$ cat config.mk
export PLATFORM = sky130hd
export DESIGN_NAME = opc6_bus_ctl
export DESIGN_NICKNAME = d
export VERILOG_FILES = /design/src/rtl/opc6_pkg.sv /design/src/rtl/opc6_sync.sv /design/src/rtl/opc6_bus_ctl.sv
export SDC_FILE = /design/constraint.sdc
export NUM_CORES = 1
export LEC_CHECK = 0
export ABC_AREA = 1
export ABC_CLOCK_PERIOD_IN_PS = 5000
export CORE_MARGIN = 2
export CORE_UTILIZATION = 38
export CTS_CLUSTER_SIZE = 25
export DETAILED_ROUTE_END_ITERATION = 10
export PLACE_DENSITY = 0.86
export SLEW_MARGIN = 20
export SYNTH_ARGS = -nofsm -noshare
export SYNTH_HDL_FRONTEND = slang
export SYNTH_SLANG_ARGS = --single-unit
$ cat constraint.sdc
create_clock -name clk -period 5 [get_ports clk]
set_input_delay 1 -clock clk [delete_from_list [all_inputs] [get_ports clk]]
set_output_delay 1 -clock clk [all_outputs]
set_load 0.01 [all_outputs]
$ cat src/rtl/opc6_pkg.sv
// opc6_pkg: shared bus-controller state encoding and constants
package opc6_pkg;
  typedef enum logic [1:0] {
    IDLE  = 2'd0,
    MWAIT = 2'd1,
    IOREQ = 2'd2,
    ACK   = 2'd3
  } bus_state_e;
  localparam logic [15:0] IO_FF_DATA = 16'hFFFF;
endpackage

$ cat src/rtl/opc6_sync.sv
// opc6_sync: DEPTH-deep reset-to-1 synchroniser for active-low async inputs
module opc6_sync #(
  parameter int DEPTH = 2,
  parameter int WIDTH = 1
) (
  input  logic             clk,
  input  logic             reset_b,
  input  logic [WIDTH-1:0] d_i,
  output logic [WIDTH-1:0] q_o
);
  logic [DEPTH-1:0][WIDTH-1:0] sync_q;
  always_ff @(posedge clk or negedge reset_b)
    if (!reset_b) sync_q <= '1;
    else sync_q <= {sync_q[DEPTH-2:0], d_i};
  assign q_o = sync_q[DEPTH-1];
endmodule

$ cat src/rtl/opc6_bus_ctl.sv
// opc6_bus_ctl: opc6 core bus controller with SRAM/IO strobes, clken stretching and irq sync
module opc6_bus_ctl
  import opc6_pkg::*;
#(
  parameter int MEM_WAIT   = 1,
  parameter int IO_TIMEOUT = 64,
  parameter int IRQ_SYNC   = 2
) (
  input  logic        clk,
  input  logic        reset_b,
  input  logic [15:0] cpu_address,
  input  logic [15:0] cpu_dout,
  input  logic        cpu_rnw,
  input  logic        cpu_vpa,
  input  logic        cpu_vda,
  input  logic        cpu_vio,
  output logic [15:0] cpu_din,
  output logic        cpu_clken,
  output logic [1:0]  cpu_int_b,
  output logic [15:0] mem_addr,
  output logic [15:0] mem_wdata,
  input  logic [15:0] mem_rdata,
  output logic        mem_ce_b,
  output logic        mem_oe_b,
  output logic        mem_we_b,
  output logic [7:0]  io_addr,
  output logic [15:0] io_wdata,
  input  logic [15:0] io_rdata,
  output logic        io_req,
  output logic        io_rnw,
  input  logic        io_ack,
  output logic        io_timeout,
  input  logic [1:0]  irq_b
);
  bus_state_e  state_q, state_d;
  logic [7:0]  cnt_q, cnt_d;
  logic [15:0] rdata_q, rdata_d;
  logic        access, clken_c, strobe_c, io_req_c, timeout_c;
  assign access = cpu_vpa | cpu_vda | cpu_vio;
  always_ff @(posedge clk or negedge reset_b)
    if (!reset_b) begin
      state_q <= IDLE;
      cnt_q   <= '0;
      rdata_q <= '0;
    end else begin
      state_q <= state_d;
      cnt_q   <= cnt_d;
      rdata_q <= rdata_d;
    end
  always_comb begin
    state_d   = state_q;
    cnt_d     = cnt_q;
    rdata_d   = rdata_q;
    clken_c   = 1'b0;
    strobe_c  = 1'b0;
    io_req_c  = 1'b0;
    timeout_c = 1'b0;
    case (state_q)
      IDLE:
        if (!access) clken_c = 1'b1;
        else if (cpu_vio) begin
          cnt_d   = 8'(IO_TIMEOUT - 1);
          state_d = IOREQ;
        end else begin
          strobe_c = 1'b1;
          if (MEM_WAIT == 0) begin
            rdata_d = mem_rdata;
            state_d = ACK;
          end else begin
            cnt_d   = 8'(MEM_WAIT - 1);
            state_d = MWAIT;
          end
        end
      MWAIT: begin
        strobe_c = 1'b1;
        if (cnt_q == 8'd0) begin
          rdata_d = mem_rdata;
          state_d = ACK;
        end else cnt_d = cnt_q - 8'd1;
      end
      IOREQ: begin
        io_req_c = 1'b1;
        // ack beats expiry when both land in the same cycle
        if (io_ack) begin
          rdata_d = io_rdata;
          state_d = ACK;
        end else if (cnt_q == 8'd0) begin
          rdata_d   = IO_FF_DATA;
          timeout_c = 1'b1;
          state_d   = ACK;
        end else cnt_d = cnt_q - 8'd1;
      end
      ACK: begin
        clken_c = 1'b1;
        state_d = IDLE;
      end
    endcase
  end
  // strobes must drop the instant reset asserts, even mid-decode in IDLE
  assign mem_ce_b   = !(strobe_c && reset_b);
  assign mem_oe_b   = !(strobe_c && reset_b && cpu_rnw);
  assign mem_we_b   = !(strobe_c && reset_b && !cpu_rnw);
  assign cpu_clken  = clken_c | !reset_b;
  assign cpu_din    = rdata_q;
  assign mem_addr   = cpu_address;
  assign mem_wdata  = cpu_dout;
  assign io_addr    = cpu_address[7:0];
  assign io_wdata   = cpu_dout;
  assign io_rnw     = cpu_rnw;
  assign io_req     = io_req_c;
  assign io_timeout = timeout_c;
  opc6_sync #(.DEPTH(IRQ_SYNC), .WIDTH(2)) u_irq_sync (
    .clk     (clk),
    .reset_b (reset_b),
    .d_i     (irq_b),
    .q_o     (cpu_int_b)
  );
endmodule

* Yosys cells after proc, flatten, opt, wreduce, memory -nomap -nowiden *
Cells that the tools add are included.
Widths: inputs -> output; s select.

cells by class
  $add $sub $neg = 1
  bitwise operators = 3
  eq/ne operators = 7
  div/mod/pow operators = 0
  order comparisons = 0
  shifts and indexed selects = 0
  multiply operators = 0
  multiplexer cells = 23
  reduce and logical (&&, ||, !) cells = 14

operator list
  operator             number
  $mux 16              3
  $pmux 16 s2          1
  $mux 8               3
  $pmux 8 s3           1
  $logic_not 8->1      1
  $mux 2               4
  $pmux 2 s4           1
  $sub 8x1->8 const B  1
  $mux 1               7
  $mux 6               1
  $ne 2x2->1 const B   3
  $reduce_and 3->1     2
  $logic_not 1->1      5
  $eq 2x2->1 const B   2
  $pmux 1 s2           2
  $logic_and 1x1->1    3
  $ne 3x3->1 const B   1
  $or 1x1->1           3
  $reduce_bool 3->1    1
  $eq 2x1->1 const B   1
  $logic_not 2->1      1
  $reduce_bool 2->1    1

storage, ports and cells
  flip-flop bits (word level) = 30
  output and inout port bits = 81
  bits in latches = 0
  bits in writable memories = 0
  logic and storage cells = 53
  bits in read-only memories = 0
  bits of input ports = 73
  memories = 0

* Logic depth before layout (Yosys ltp) *
  depth after elaboration = 7
  depth in mapped cells = 10
  gate-level depth less buffers = 10

* Cells and area by module *
A second synthesis with hierarchy kept.

second synthesis, totals
  cells, all modules = 274
  area total of the unflattened synthesis = 2248.4 um^2

modules (own cells, without submodules)
  module        seq. area each (um^2)  instances  area an instance (um^2)  cells each
  opc6_bus_ctl  650.6                  1          2128.3                   268
  opc6_sync     105.1                  1          120.1                    6

* Worst setup path before layout *
OpenSTA, ideal clock, no wires.

  path type = input -> output
  from = in cpu_vio
  to = out mem_we_b
  arrival time = 1697 ps
  required time = 4000 ps
  buffers on the path = 0
  slack = 2303 ps
  cell stages on the path = 5
  cell sequence = nor2_1 > o21ai_1 > nand2_1 > nand2_1 > or2_1

between the ends
  longest elaborated chain between the ends = 6
  elaborated cells on any way between the ends = 7
  those cells by class = mux: 3; bitwise: 1; reduce/logical: 3

ends and longest elaborated chain
  element                                      line                                    RTL
  from (decl)                                  opc6_bus_ctl.sv:16                      input logic cpu_vio,
  $mux 1 / $or 1x1->1 (equally long branches)  opc6_bus_ctl.sv:61, opc6_bus_ctl.sv:39
  $mux 1 (*)                                   opc6_bus_ctl.sv:60                      if (!access) clken_c = 1'b1;
  $pmux 1 s2 (*)                               opc6_bus_ctl.sv:58                      case (state_q)
  $logic_and 1x1->1 (*) (2 in series)          opc6_bus_ctl.sv:102                     assign mem_we_b = !(strobe_c && reset_b && !cpu_rnw);
  $logic_not 1->1 (*)                          opc6_bus_ctl.sv:102
  to (decl)                                    opc6_bus_ctl.sv:25                      output logic mem_we_b,

Every way passes the cells marked *; elsewhere a longest branch is shown, timed or not.

* Worst setup path after layout *
Same ends and word-level chain as after synthesis.

==> results list <==
- Run status: complete, no violations
* Family with the most delay on the worst path: buffers and inverters
- Required time reported for the critical path endpoint: 4.00 ns
- Measured along the x axis, the die boundary spans 80.0 um.
* Antenna diodes: 0
- The pre-antenna-repair detailed-routing pass consisted of 4 iterations.
- After technology mapping, the gate count stands at 279.
- The worst pin sits at a relative slew slack of 0.434.
- Std-Cell Core Area: 5540 sq um
- The number of hold buffers added after CTS was 0.
- Largest family of logic cells by synthesized area: buffers and inverters
- Total number of H-tree levels: 2
- The worst hold path terminates at u_irq_sync.q_o[0].
- The number of global-route vias before repair came to 1713.
* TritonCTS clock tree: done
* Setup TNS: 0 ns
* GP Congestion: 0.834
- The worst setup path is of the input pin to output port kind.
- Of the total synthesized cell area, the portion taken by XOR and XNOR cells is 0.
* DR vias: 1700
- The worst hold path was traced through 0 stages.
- The later pin in the worst-skew pair is clocked with a latency of 0.28 ns.
- On the final layout, the worst clock skew is 0.00774 ns.
- The number of cells on the worst reg-to-reg path is 8.
* Most used cells in the layout excluding fill and tap cells: 78 x sky130_fd_sc_hd__nand2_1, 65 x sky130_fd_sc_hd__clkdlybuf4s50_1, 26 x sky130_fd_sc_hd__nand3_1, 26 x sky130_fd_sc_hd__dfrtp_1, 18 x sky130_fd_sc_hd__inv_1
- Cell at the root of the clock tree: sky130_fd_sc_hd__clkbuf_8
- Total of warnings raised by yosys: 0
* Initial antenna violation count: 0
* Row count: 27
- Area growth syn-to-layout: 15.8%
- In this run the mean area of a mapped cell was 7.86 sq um.
- Across every metal layer, demand over resource in global routing totals 0.154.
* Clock slew seen by the registers of the worst setup and hold paths: 0.06 ns
- R2R Setup Slk: 2.40 ns
- Clk sinks: 30
- Most frequent standard cell in the layout excluding fill and tap cells: sky130_fd_sc_hd__nand2_1
- Register area share after synthesis: 0.345
- Hold Crit Class: register to register
* Flops & latches, synth: 30
* Final setup vio count: 0
* Number of filler instances in the final layout: 549
- Maximum operating frequency: 275 MHz
* Nature of the critical path endpoint: output port
- Fraction of layout cells with a size suffix above 1: 0.0734
- Compound-cell area share of the yosys netlist: 0.105
- Min Clock Period, post-route: 3.64 ns
* Boundary Pins: 154
- DR vias/cell: 4.75
* DR DRC count: 0
- Residual overflow from global routing: 0
- The critical path goes through clkdlybuf4s50_1 > nor2_1 > o21ai_1 > nand2_1 > nand2_1 > or2_1 > clkdlybuf4s50_1.
- In this run, distinct cell masters in the synthesized netlist total 23.
- In this run the remaining antenna-violating nets after routing total 0.
* Port buffer count: 65
* Synth Area in Simple Gates: 0.253
* Number of violations of the max-capacitance limit: 0
- Cell with the largest stage delay on the worst path: sky130_fd_sc_hd__clkdlybuf4s50_1
- The routed design has 4600 um of wire.
- The worst setup path is launched from an input pin.
* Iteration-0 DRC Markers: 104
* Cell area after technology mapping: 2190 sq um
* IR drop worst, VDD: 0.000237 V
- Post-Syn Nets: 359
* Hold violation count in the final report: 0
- Setup repair after global routing left no endpoint under its margin.
* Worst path max stage delay: 0.48 ns
- Period utilization: 0.728
* Start point of the worst hold path: u_irq_sync.sync_q[0]
* Initial cell density of the core: 0.396
- Arrival time of data at the critical path endpoint: 2.64 ns
* Endpoint of the worst-slack reg-to-reg timing path: cpu_din[12]
* Multiplexer share of the synthesized area: 0
- Half-perimeter wire length of the detailed placement result: 3420 um
- In this run the worst path has a maximum fanout of 4.
- Arithmetic-cell share of the synthesized area counting full adders, half adders and majority gates: 0.0400
* Power per unit of standard cell area: 589 nW/um^2
- Chip Height: 80.0 um
- The die covers 6390 sq um.
* Number of buffers created by CTS: 5
* Wire length per cell after detailed routing: 12.8 um
* Buf+Inv Stages, Crit Path: 2
* Fin. max-slew vios: 0
- Post-CTS resize count: 0
* Leakage component of the power: 0.00118 uW
* First-pass GRT wire length: 7670 um
- The critical path starts at cpu_vio.
* Post-route core utilization: 0.458
* Final nets: 365
- Pin slew with the least headroom to its limit: 0.850 ns
* Post-CTS setup-driven buffer insertion count: 0
- Crit Reg-Reg Startpoint: state_q[0]
- Deepest clock path buffer count: 2
* Largest net degree at the start of global routing: 25
[power breakdown]
part           total [uW]  switching (uW)  internal [uW]  leakage [uW]
sequential            427            75.3            352      0.000361
combinational         866             485            381      0.000768
clock                 201            91.1            110     0.0000472
[cells by family (layout without fill, tap and decap cells)]
group / after synthesis / count (layout)
compound gates: 31 / 31
simple gates: 126 / 126
fa+ha+maj: 7 / 7
buf+inv: 85 / 92
flops: 30 / 30
[per-stage QoR]
| stage | hold slack [ns] | worst slack (ns) | area (sq um) | cells | total power [uW] |
|---|---|---|---|---|---|
| after floorplan | 0.345 | 2.30 | 2190 | 279 | 1040 |
| after global placement | 0.346 | 1.41 | 2440 | 350 | 1260 |
| after detailed placement | 0.348 | 1.33 | 2440 | 350 | 1300 |
| after CTS | 0.357 | 1.34 | 2540 | 358 | 1510 |
| after global routing | 0.359 | 1.25 | 2540 | 358 | 1640 |
| final | 0.356 | 1.36 | 2540 | 358 | 1500 |
[worst max path at each step]
stage,end,slack (ns),cells past startpoint
after floorplan,mem_we_b,2.30,5
after global placement,mem_we_b,1.41,7
after detailed placement,mem_we_b,1.33,7
after CTS,mem_we_b,1.34,7
after global routing,mem_we_b,1.25,7
final,mem_we_b,1.36,7
[area by class of cell]
type                            instances  area (sq um)  area share
Inverter                               18          67.6      0.0266
Clock inverter                          2          12.5     0.00493
Tap cell                               72          90.1      0.0355
Sequential cell                        30           756       0.298
Timing Repair Buffer                   66           658       0.259
Multi-Input combinational cell        164           872       0.344
Clock buffer                            6          82.6      0.0325
[per-layer routing]
metal / vias up / share of wire / track usage
li1: 855 / - / -
met1: 775 / 0.41 / 0.183
met2: 66 / 0.50 / 0.253
met3: 4 / 0.085 / 0.0509
met4: 0 / 0.0041 / 0.0644
met5: - / 0 / 0
[sequential cells by signal, indices dropped and copies added, names as in the netlist]
name	cells
state_q	2
cpu_din	16
u_irq_sync.sync_q	2
cnt_q	8
u_irq_sync.q_o	2
[cells in the mapped netlist]
library cell	instances	share of area
sky130_fd_sc_hd__nand2_1	78	0.13
sky130_fd_sc_hd__buf_4	61	0.21
sky130_fd_sc_hd__dfrtp_1	26	0.30
sky130_fd_sc_hd__nand3_1	26	0.059
sky130_fd_sc_hd__inv_1	18	0.031
sky130_fd_sc_hd__o22a_1	16	0.064
sky130_fd_sc_hd__nor2_1	12	0.021
sky130_fd_sc_hd__ha_1	7	0.040
sky130_fd_sc_hd__o21ai_0	7	0.016
sky130_fd_sc_hd__o21ai_1	5	0.011
sky130_fd_sc_hd__buf_2	4	0.0091
sky130_fd_sc_hd__dfstp_2	4	0.048
sky130_fd_sc_hd__nand2_2	3	0.0086
sky130_fd_sc_hd__nand4_1	2	0.0057
sky130_fd_sc_hd__nor2_4	2	0.010
sky130_fd_sc_hd__a211o_1	1	0.0040
sky130_fd_sc_hd__a21oi_1	1	0.0023
sky130_fd_sc_hd__buf_8	1	0.0068
sky130_fd_sc_hd__clkbuf_1	1	0.0017
sky130_fd_sc_hd__nand2_8	1	0.0091
sky130_fd_sc_hd__nor2_2	1	0.0029
sky130_fd_sc_hd__o21ai_4	1	0.0074
sky130_fd_sc_hd__or2_1	1	0.0029
Power figures use the tool's default switching activity.
